===== src/rtl/bsg_pkg.sv =====
// Shared definitions for the bit-stream generator and the detector top level:
// FSM state encoding, default sizing constants and a width helper.
package bsg_pkg;

  localparam logic [1:0] BSG_IDLE  = 2'd0;
  localparam logic [1:0] BSG_SHIFT = 2'd1;
  localparam logic [1:0] BSG_DONE  = 2'd2;

  localparam int unsigned BSG_WIDTH = 16;
  localparam int unsigned BSG_DIV   = 4;
  localparam int unsigned BSG_LEN_W = 5;

  typedef enum logic [1:0] {
    ST_IDLE  = BSG_IDLE,
    ST_SHIFT = BSG_SHIFT,
    ST_DONE  = BSG_DONE
  } bsg_state_e;

  // Counter width for a modulus n, never narrower than one bit.
  function automatic int unsigned bsg_cw(input int unsigned n);
    return (n > 32'd1) ? $clog2(n) : 32'd1;
  endfunction

endpackage


===== src/rtl/bit_tick_div.sv =====
// Divide-by-DIV counter with clear and enable; tc_o flags the last cycle of
// each DIV-cycle period so the caller can advance on the following edge.
module bit_tick_div
  import bsg_pkg::*;
#(
  parameter int unsigned DIV = BSG_DIV
) (
  input  logic clk_i,
  input  logic rst_i,
  input  logic clr_i,
  input  logic en_i,
  output logic tc_o
);

  localparam int unsigned   CW     = bsg_cw(DIV);
  localparam logic [CW-1:0] TC_VAL = CW'(DIV - 32'd1);
  localparam logic [CW-1:0] ZERO   = {CW{1'b0}};
  localparam logic [CW-1:0] ONE    = CW'(1'b1);

  logic [CW-1:0] cnt_q;
  logic [CW-1:0] cnt_d;

  // Next count: clear wins, otherwise wrap at the terminal value while enabled.
  always_comb begin
    cnt_d = cnt_q;
    if (clr_i) begin
      cnt_d = ZERO;
    end else if (en_i) begin
      if (cnt_q == TC_VAL) begin
        cnt_d = ZERO;
      end else begin
        cnt_d = cnt_q + ONE;
      end
    end else begin
      cnt_d = cnt_q;
    end
  end

  // Count register.
  always_ff @(posedge clk_i or posedge rst_i) begin
    if (rst_i) begin
      cnt_q <= ZERO;
    end else begin
      cnt_q <= cnt_d;
    end
  end

  assign tc_o = en_i & ~clr_i & (cnt_q == TC_VAL);

endmodule


===== src/rtl/bit_stream_gen.sv =====
// Parallel-load, MSB-first serialiser feeding the sequence detector's x input,
// with one-shot/loop playback and a start/busy/done handshake.
module bit_stream_gen
  import bsg_pkg::*;
#(
  parameter int unsigned WIDTH = BSG_WIDTH,
  parameter int unsigned DIV   = BSG_DIV,
  parameter int unsigned LEN_W = BSG_LEN_W
) (
  input  logic             clk,
  input  logic             reset,
  input  logic             start,
  input  logic             stop,
  input  logic             loop,
  input  logic [WIDTH-1:0] pattern,
  input  logic [LEN_W-1:0] len,
  output logic             x,
  output logic             x_step,
  output logic             busy,
  output logic             done
);

  localparam int unsigned      IW       = bsg_cw(WIDTH);
  localparam logic [LEN_W-1:0] WIDTH_L  = LEN_W'(WIDTH);
  localparam logic [LEN_W-1:0] LEN_ZERO = {LEN_W{1'b0}};
  localparam logic [LEN_W-1:0] LEN_ONE  = LEN_W'(1'b1);
  localparam logic [IW-1:0]    IDX_ZERO = {IW{1'b0}};
  localparam logic [IW-1:0]    IDX_ONE  = IW'(1'b1);

  bsg_state_e       state_q, state_d;
  logic [WIDTH-1:0] pat_q, pat_d;
  logic [IW-1:0]    last_idx_q, last_idx_d;
  logic [IW-1:0]    idx_q, idx_d;
  logic             loop_q, loop_d;
  logic             stop_pend_q, stop_pend_d;
  logic             x_q, x_d;
  logic             x_step_q, x_step_d;
  logic             busy_q, busy_d;
  logic             done_q, done_d;

  logic [LEN_W-1:0] eff_len_s;
  logic [IW-1:0]    last_idx_s;
  logic             stop_any_s;
  logic             div_clr_s;
  logic             div_en_s;
  logic             tick_s;

  // A zero or oversized length plays the full pattern width.
  assign eff_len_s  = ((len == LEN_ZERO) || (len > WIDTH_L)) ? WIDTH_L : len;
  assign last_idx_s = IW'(eff_len_s - LEN_ONE);
  // A stop raised in the final cycle of a bit period still ends that period.
  assign stop_any_s = stop_pend_q | stop;

  assign div_en_s  = (state_q == ST_SHIFT);
  assign div_clr_s = (state_q != ST_SHIFT);

  bit_tick_div #(
    .DIV (DIV)
  ) u_tick_div (
    .clk_i (clk),
    .rst_i (reset),
    .clr_i (div_clr_s),
    .en_i  (div_en_s),
    .tc_o  (tick_s)
  );

  // Next-state and registered-output logic for the playback FSM.
  always_comb begin
    state_d     = state_q;
    pat_d       = pat_q;
    last_idx_d  = last_idx_q;
    idx_d       = idx_q;
    loop_d      = loop_q;
    stop_pend_d = stop_pend_q;
    x_d         = x_q;
    x_step_d    = 1'b0;
    busy_d      = busy_q;
    done_d      = 1'b0;

    case (state_q)
      ST_IDLE: begin
        x_d    = 1'b0;
        busy_d = 1'b0;
        if (start) begin
          state_d     = ST_SHIFT;
          pat_d       = pattern;
          last_idx_d  = last_idx_s;
          idx_d       = last_idx_s;
          loop_d      = loop;
          stop_pend_d = 1'b0;
          x_d         = pattern[last_idx_s];
          x_step_d    = 1'b1;
          busy_d      = 1'b1;
        end else begin
          state_d = ST_IDLE;
        end
      end

      ST_SHIFT: begin
        stop_pend_d = stop_any_s;
        if (tick_s) begin
          if (stop_any_s || ((idx_q == IDX_ZERO) && !loop_q)) begin
            state_d     = ST_DONE;
            idx_d       = IDX_ZERO;
            stop_pend_d = 1'b0;
            x_d         = 1'b0;
            busy_d      = 1'b0;
            done_d      = 1'b1;
          end else if (idx_q == IDX_ZERO) begin
            idx_d    = last_idx_q;
            x_d      = pat_q[last_idx_q];
            x_step_d = 1'b1;
          end else begin
            idx_d    = idx_q - IDX_ONE;
            x_d      = pat_q[idx_q - IDX_ONE];
            x_step_d = 1'b1;
          end
        end else begin
          state_d = ST_SHIFT;
        end
      end

      ST_DONE: begin
        state_d = ST_IDLE;
        x_d     = 1'b0;
        busy_d  = 1'b0;
      end

      default: begin
        state_d     = ST_IDLE;
        idx_d       = IDX_ZERO;
        stop_pend_d = 1'b0;
        x_d         = 1'b0;
        busy_d      = 1'b0;
      end
    endcase
  end

  // State and output registers.
  always_ff @(posedge clk or posedge reset) begin
    if (reset) begin
      state_q     <= ST_IDLE;
      pat_q       <= {WIDTH{1'b0}};
      last_idx_q  <= IDX_ZERO;
      idx_q       <= IDX_ZERO;
      loop_q      <= 1'b0;
      stop_pend_q <= 1'b0;
      x_q         <= 1'b0;
      x_step_q    <= 1'b0;
      busy_q      <= 1'b0;
      done_q      <= 1'b0;
    end else begin
      state_q     <= state_d;
      pat_q       <= pat_d;
      last_idx_q  <= last_idx_d;
      idx_q       <= idx_d;
      loop_q      <= loop_d;
      stop_pend_q <= stop_pend_d;
      x_q         <= x_d;
      x_step_q    <= x_step_d;
      busy_q      <= busy_d;
      done_q      <= done_d;
    end
  end

  assign x      = x_q;
  assign x_step = x_step_q;
  assign busy   = busy_q;
  assign done   = done_q;

endmodule


===== config.mk =====
export PLATFORM = sky130hd
export DESIGN_NAME = bit_stream_gen
export DESIGN_NICKNAME = d
export VERILOG_FILES = /design/src/rtl/bsg_pkg.sv /design/src/rtl/bit_tick_div.sv /design/src/rtl/bit_stream_gen.sv
export SDC_FILE = /design/constraint.sdc
export NUM_CORES = 1
export LEC_CHECK = 0
export ABC_AREA = 1
export ABC_CLOCK_PERIOD_IN_PS = 1910
export BUFFER_PORTS_ARGS = -buffer_cell sky130_fd_sc_hd__buf_4
export CAP_MARGIN = 20
export CORE_ASPECT_RATIO = 2
export CORE_MARGIN = 4
export CORE_UTILIZATION = 51
export DETAILED_ROUTE_END_ITERATION = 16
export GPL_ROUTABILITY_DRIVEN = 0
export PLACE_DENSITY = 0.75
export SETUP_SLACK_MARGIN = 0.15
export SLEW_MARGIN = 15
export SYNTH_ARGS = -nofsm -noshare
export SYNTH_HDL_FRONTEND = slang
export SYNTH_SLANG_ARGS = --single-unit
export TNS_END_PERCENT = 50

===== constraint.sdc =====
create_clock -name clk -period 1.91 [get_ports clk]
set_clock_uncertainty 0.15 [all_clocks]
set_input_delay 0.2865 -clock clk [delete_from_list [all_inputs] [get_ports clk]]
set_output_delay 0.2865 -clock clk [all_outputs]
set_load 0.02 [all_outputs]

==> summary.md <==
| Metric | Value |
|---|---|
| Total negative slack | 0 ps |
| Mapped Cells | 276 |
| Clock network power share | 14.4% |
| Worst-Skew Late Latency | 290 ps |
| Post-synthesis cell area | 2010 um2 |
| Max Root-Sink Buffers | 2 |
| Yosys warning count | 0 |
| Final-stage net count | 347 |
| HPWL after DPL | 4140 um |
| Internal power | 2.16 mW |
| CTS tree | done |
| H-tree depth | 2 |
| PortBufs | 29 |
| Post-Route WL | 5300 um |
| Antenna Cells | 0 |
| Combinational share of power | 52.7% |
| CP Buf/Inv Count | 2 |
| Crit Path Class | flip-flop to flip-flop |
| Layout area overhead | 25.6% |
| Flop pwr share | 32.8% |
| Psw | 1.77 mW |
| CP Cell Sequence | inv_2 > ha_4 > xor2_4 > buf_4 > o211ai_1 > nand3_1 > nand2_1 > nand2_1 > nand2_1 > nand2_1 > nand2_1 > nand2_1 |
| Vias in the first global route | 2016 |
| Fmax | 585 MHz |
| Tmin final | 1710 ps |
| # Max-Cap Violations | 0 |
| Total grt overflow | 0 |
| Total Power | 3.93 mW |
| Global-route wire length before repair | 9070 um |
| Initial antenna violation count | 0 |
| Most frequent CP cell | nand2_1 |
| Register area share after synthesis | 42.4% |
| Family with the most delay on the worst path | simple AND/OR/NAND/NOR gates |
| Cts bufs inserted | 5 |
| Chip width | 52.3 um |
| Routed len/inst | 14.3 um |
| Critical Path Sink Type | flip-flop |
| Outcome | complete, no violations |
| Post-route clock period utilization | 89.6% |
| Routed vias | 2007 |
| Post-route ant nets | 0 |
| First-pass DRT Iterations | 4 |
| CTS Root Buffer Type | clkbuf_8 |
| Die height | 96.7 um |
| Starting Density | 52.2% |
| RSZ-0062 raised after global routing | yes |
| Syn Area/Cell | 7.27 um2 |
| Worst setup SP type | flip-flop |
| Synth cell types | 27 |
| DRC Markers | 0 |
| Required @ worst endpoint | 1950 ps |
| Total Routing Usage GR | 23.6% |
| Cell row count | 32 |
| Final Hold Viols | 0 |
| Crit path DAT | 1750 ps |
| Worst Tran Pin Value | 449 ps |
| Boundary pin count | 30 |
| Crit-path max cell delay | 370 ps |
| P_leak | 1.27 nW |
| Syn_nets | 305 |
| Switching Fraction | 45.1% |
| R2r setup slk | 200 ps |
| Final setup viols | 0 |
| Clock transition at path regs | 70 ps |
| Hold/Removal Path Class | input pin to flip-flop |
| Fin. max-slew vios | 0 |
| Maximum vdd drop | 0.00117 V |
| DR vias/cell | 5.42 |
| Slew HR | 70.1% |
| Util after Layout | 65.6% |
| Worst path slowest cell | dfrtp_1 |
| Largest net degree at the start of global routing | 35 |
| Layout cells sized above 1 | 25.4% |
| Initial DRC count | 41 |
| Seq cells post-synth | 34 |
| CP max FO | 3 |
| Die ar. | 5060 um2 |
| Core footprint | 3840 um2 |
| Sink Count | 34 |
| PD cells | 1560 nW/um2 |
==> sequential cells by signal (all words and copies together), names as in the netlist, 2 cells and up <==
name	flops
pat_q	16
idx_q	4
last_idx_q	4
state_q	2
u_tick_div.cnt_q	2
==> cell type report <==
cell class / instances / area, um2
sequential: 34 / 851
clock inverter: 2 / 12.5
fill: 389 / 1320
timing repair buffer: 43 / 333
tap: 51 / 63.8
multi-input combinational: 204 / 1060
timing repair inverter: 1 / 7.51
clock buffer: 6 / 82.6
inverter: 29 / 113
==> cells by family after synthesis <==
family / synth area share (%)
adder cells (fa/ha/maj): 1.87
buffers and inverters: 8.30
flip-flops: 42.4
AND/OR/NAND/NOR: 32.9
XOR/XNOR: 0.874
AO/OA/AOI/OAI: 13.6
==> metrics by stage <==
step | setup WS [ps] | std cells | area [um2] | hold WS, ps
after floorplan | 115 | 276 | 2040 | 253
after global placement | 2.97 | 359 | 2340 | 258
after detailed placement | -55.8 | 359 | 2340 | 264
after CTS | 167 | 368 | 2460 | 40.2
after global routing | 105 | 370 | 2520 | 48.2
final | 199 | 370 | 2520 | 42.2
==> path summary, 6_finish.rpt <==
path                            depth (start not counted)                     startpoint                       endpoint
worst max-delay path                                   12           idx_q[0]$_DFFE_PP0P_                  x$_DFFE_PP0P_
worst min-delay path                                    3                           loop             loop_q$_DFFE_PP0P_
worst max register to register                         12           idx_q[0]$_DFFE_PP0P_                  x$_DFFE_PP0P_
worst min register to register                          1  u_tick_div.cnt_q[0]$_DFF_PP0_  u_tick_div.cnt_q[0]$_DFF_PP0_
max in group asynchronous                               4                          reset             loop_q$_DFFE_PP0P_
min in group asynchronous                               4                          reset           idx_q[0]$_DFFE_PP0P_
==> what timing repair did <==
| action | in CTS | in global routing |
|---|---|---|
| setup buffers | 0 | 1 |
| endpoints found under the hold margin | 34 | 0 |
| gates resized for setup | 2 | 11 |
| endpoints found under the setup margin | 1 | 24 |
| hold buffers | 1 | 0 |
| pin swaps | 0 | 1 |
| gates cloned | 0 | 1 |
==> cells in the mapped netlist <==
| library cell | number | area (um2) |
|---|---|---|
| buf_6 | 2 | 22.5 |
| a21o_1 | 1 | 7.51 |
| nor2_1 | 18 | 67.6 |
| xor2_1 | 2 | 17.5 |
| nand2_1 | 91 | 342 |
| o21ai_0 | 15 | 75.1 |
| o211ai_1 | 5 | 37.5 |
| a21oi_1 | 11 | 55.1 |
| ha_1 | 3 | 37.5 |
| o31ai_1 | 1 | 7.51 |
| o22ai_1 | 4 | 25.0 |
| nand2_4 | 1 | 11.3 |
| o21ai_1 | 8 | 40.0 |
| nand3_1 | 33 | 165 |
| nor3_2 | 1 | 10.0 |
| o211ai_2 | 2 | 25.0 |
| clkbuf_1 | 2 | 7.51 |
| nor2_4 | 1 | 11.3 |
| nor2_2 | 1 | 6.26 |
| buf_2 | 4 | 20.0 |
| buf_4 | 1 | 7.51 |
| nand3_2 | 2 | 20.0 |
| nand3b_1 | 2 | 15.0 |
| nand2_2 | 2 | 12.5 |
| inv_1 | 20 | 75.1 |
| dfrtp_1 | 34 | 851 |
| inv_2 | 9 | 33.8 |
==> cell usage in the layout (no fill, tap or decap), types with 2 or more instances in the layout <==
cell type,count
a21oi_1,10
nand3_1,33
o211ai_2,2
o211ai_1,5
inv_2,12
nor2_4,2
clkinvlp_4,3
o21ai_1,7
o21ai_0,15
nor2_1,17
inv_1,16
buf_6,2
nand2_4,2
nand2_1,91
nand3b_1,2
clkbuf_8,6
buf_4,40
o22ai_1,4
dfrtp_1,34
==> power groups by stage <==
stage               registers (mW)  clock network, mW  logic, mW
global placement              1.27                  0       1.92
floorplan                     1.25                  0       1.48
finish                        1.29              0.567       2.07
global route                  1.33              0.617       2.34
CTS                           1.27              0.581       1.99
detailed placement            1.28                  0       1.96
==> layer usage <==
layer | global-route usage (%) | vias up | part of all wire (%) | routed length [um]
met3 | 3.39 | 23 | 3.9 | 208
met5 | 0 | - | 0 | 0
met2 | 42.6 | 63 | 57 | 3000
li1 | - | 981 | - | -
met1 | 24.4 | 940 | 34 | 1830
met4 | 12.8 | 0 | 5.0 | 267
==> tightest hold or removal path, cell delays in order <==
cell	delay [ps]
buf_4	80
nand2_1	40
nand2_1	50
Note: power is estimated with default switching activity, not from simulation.
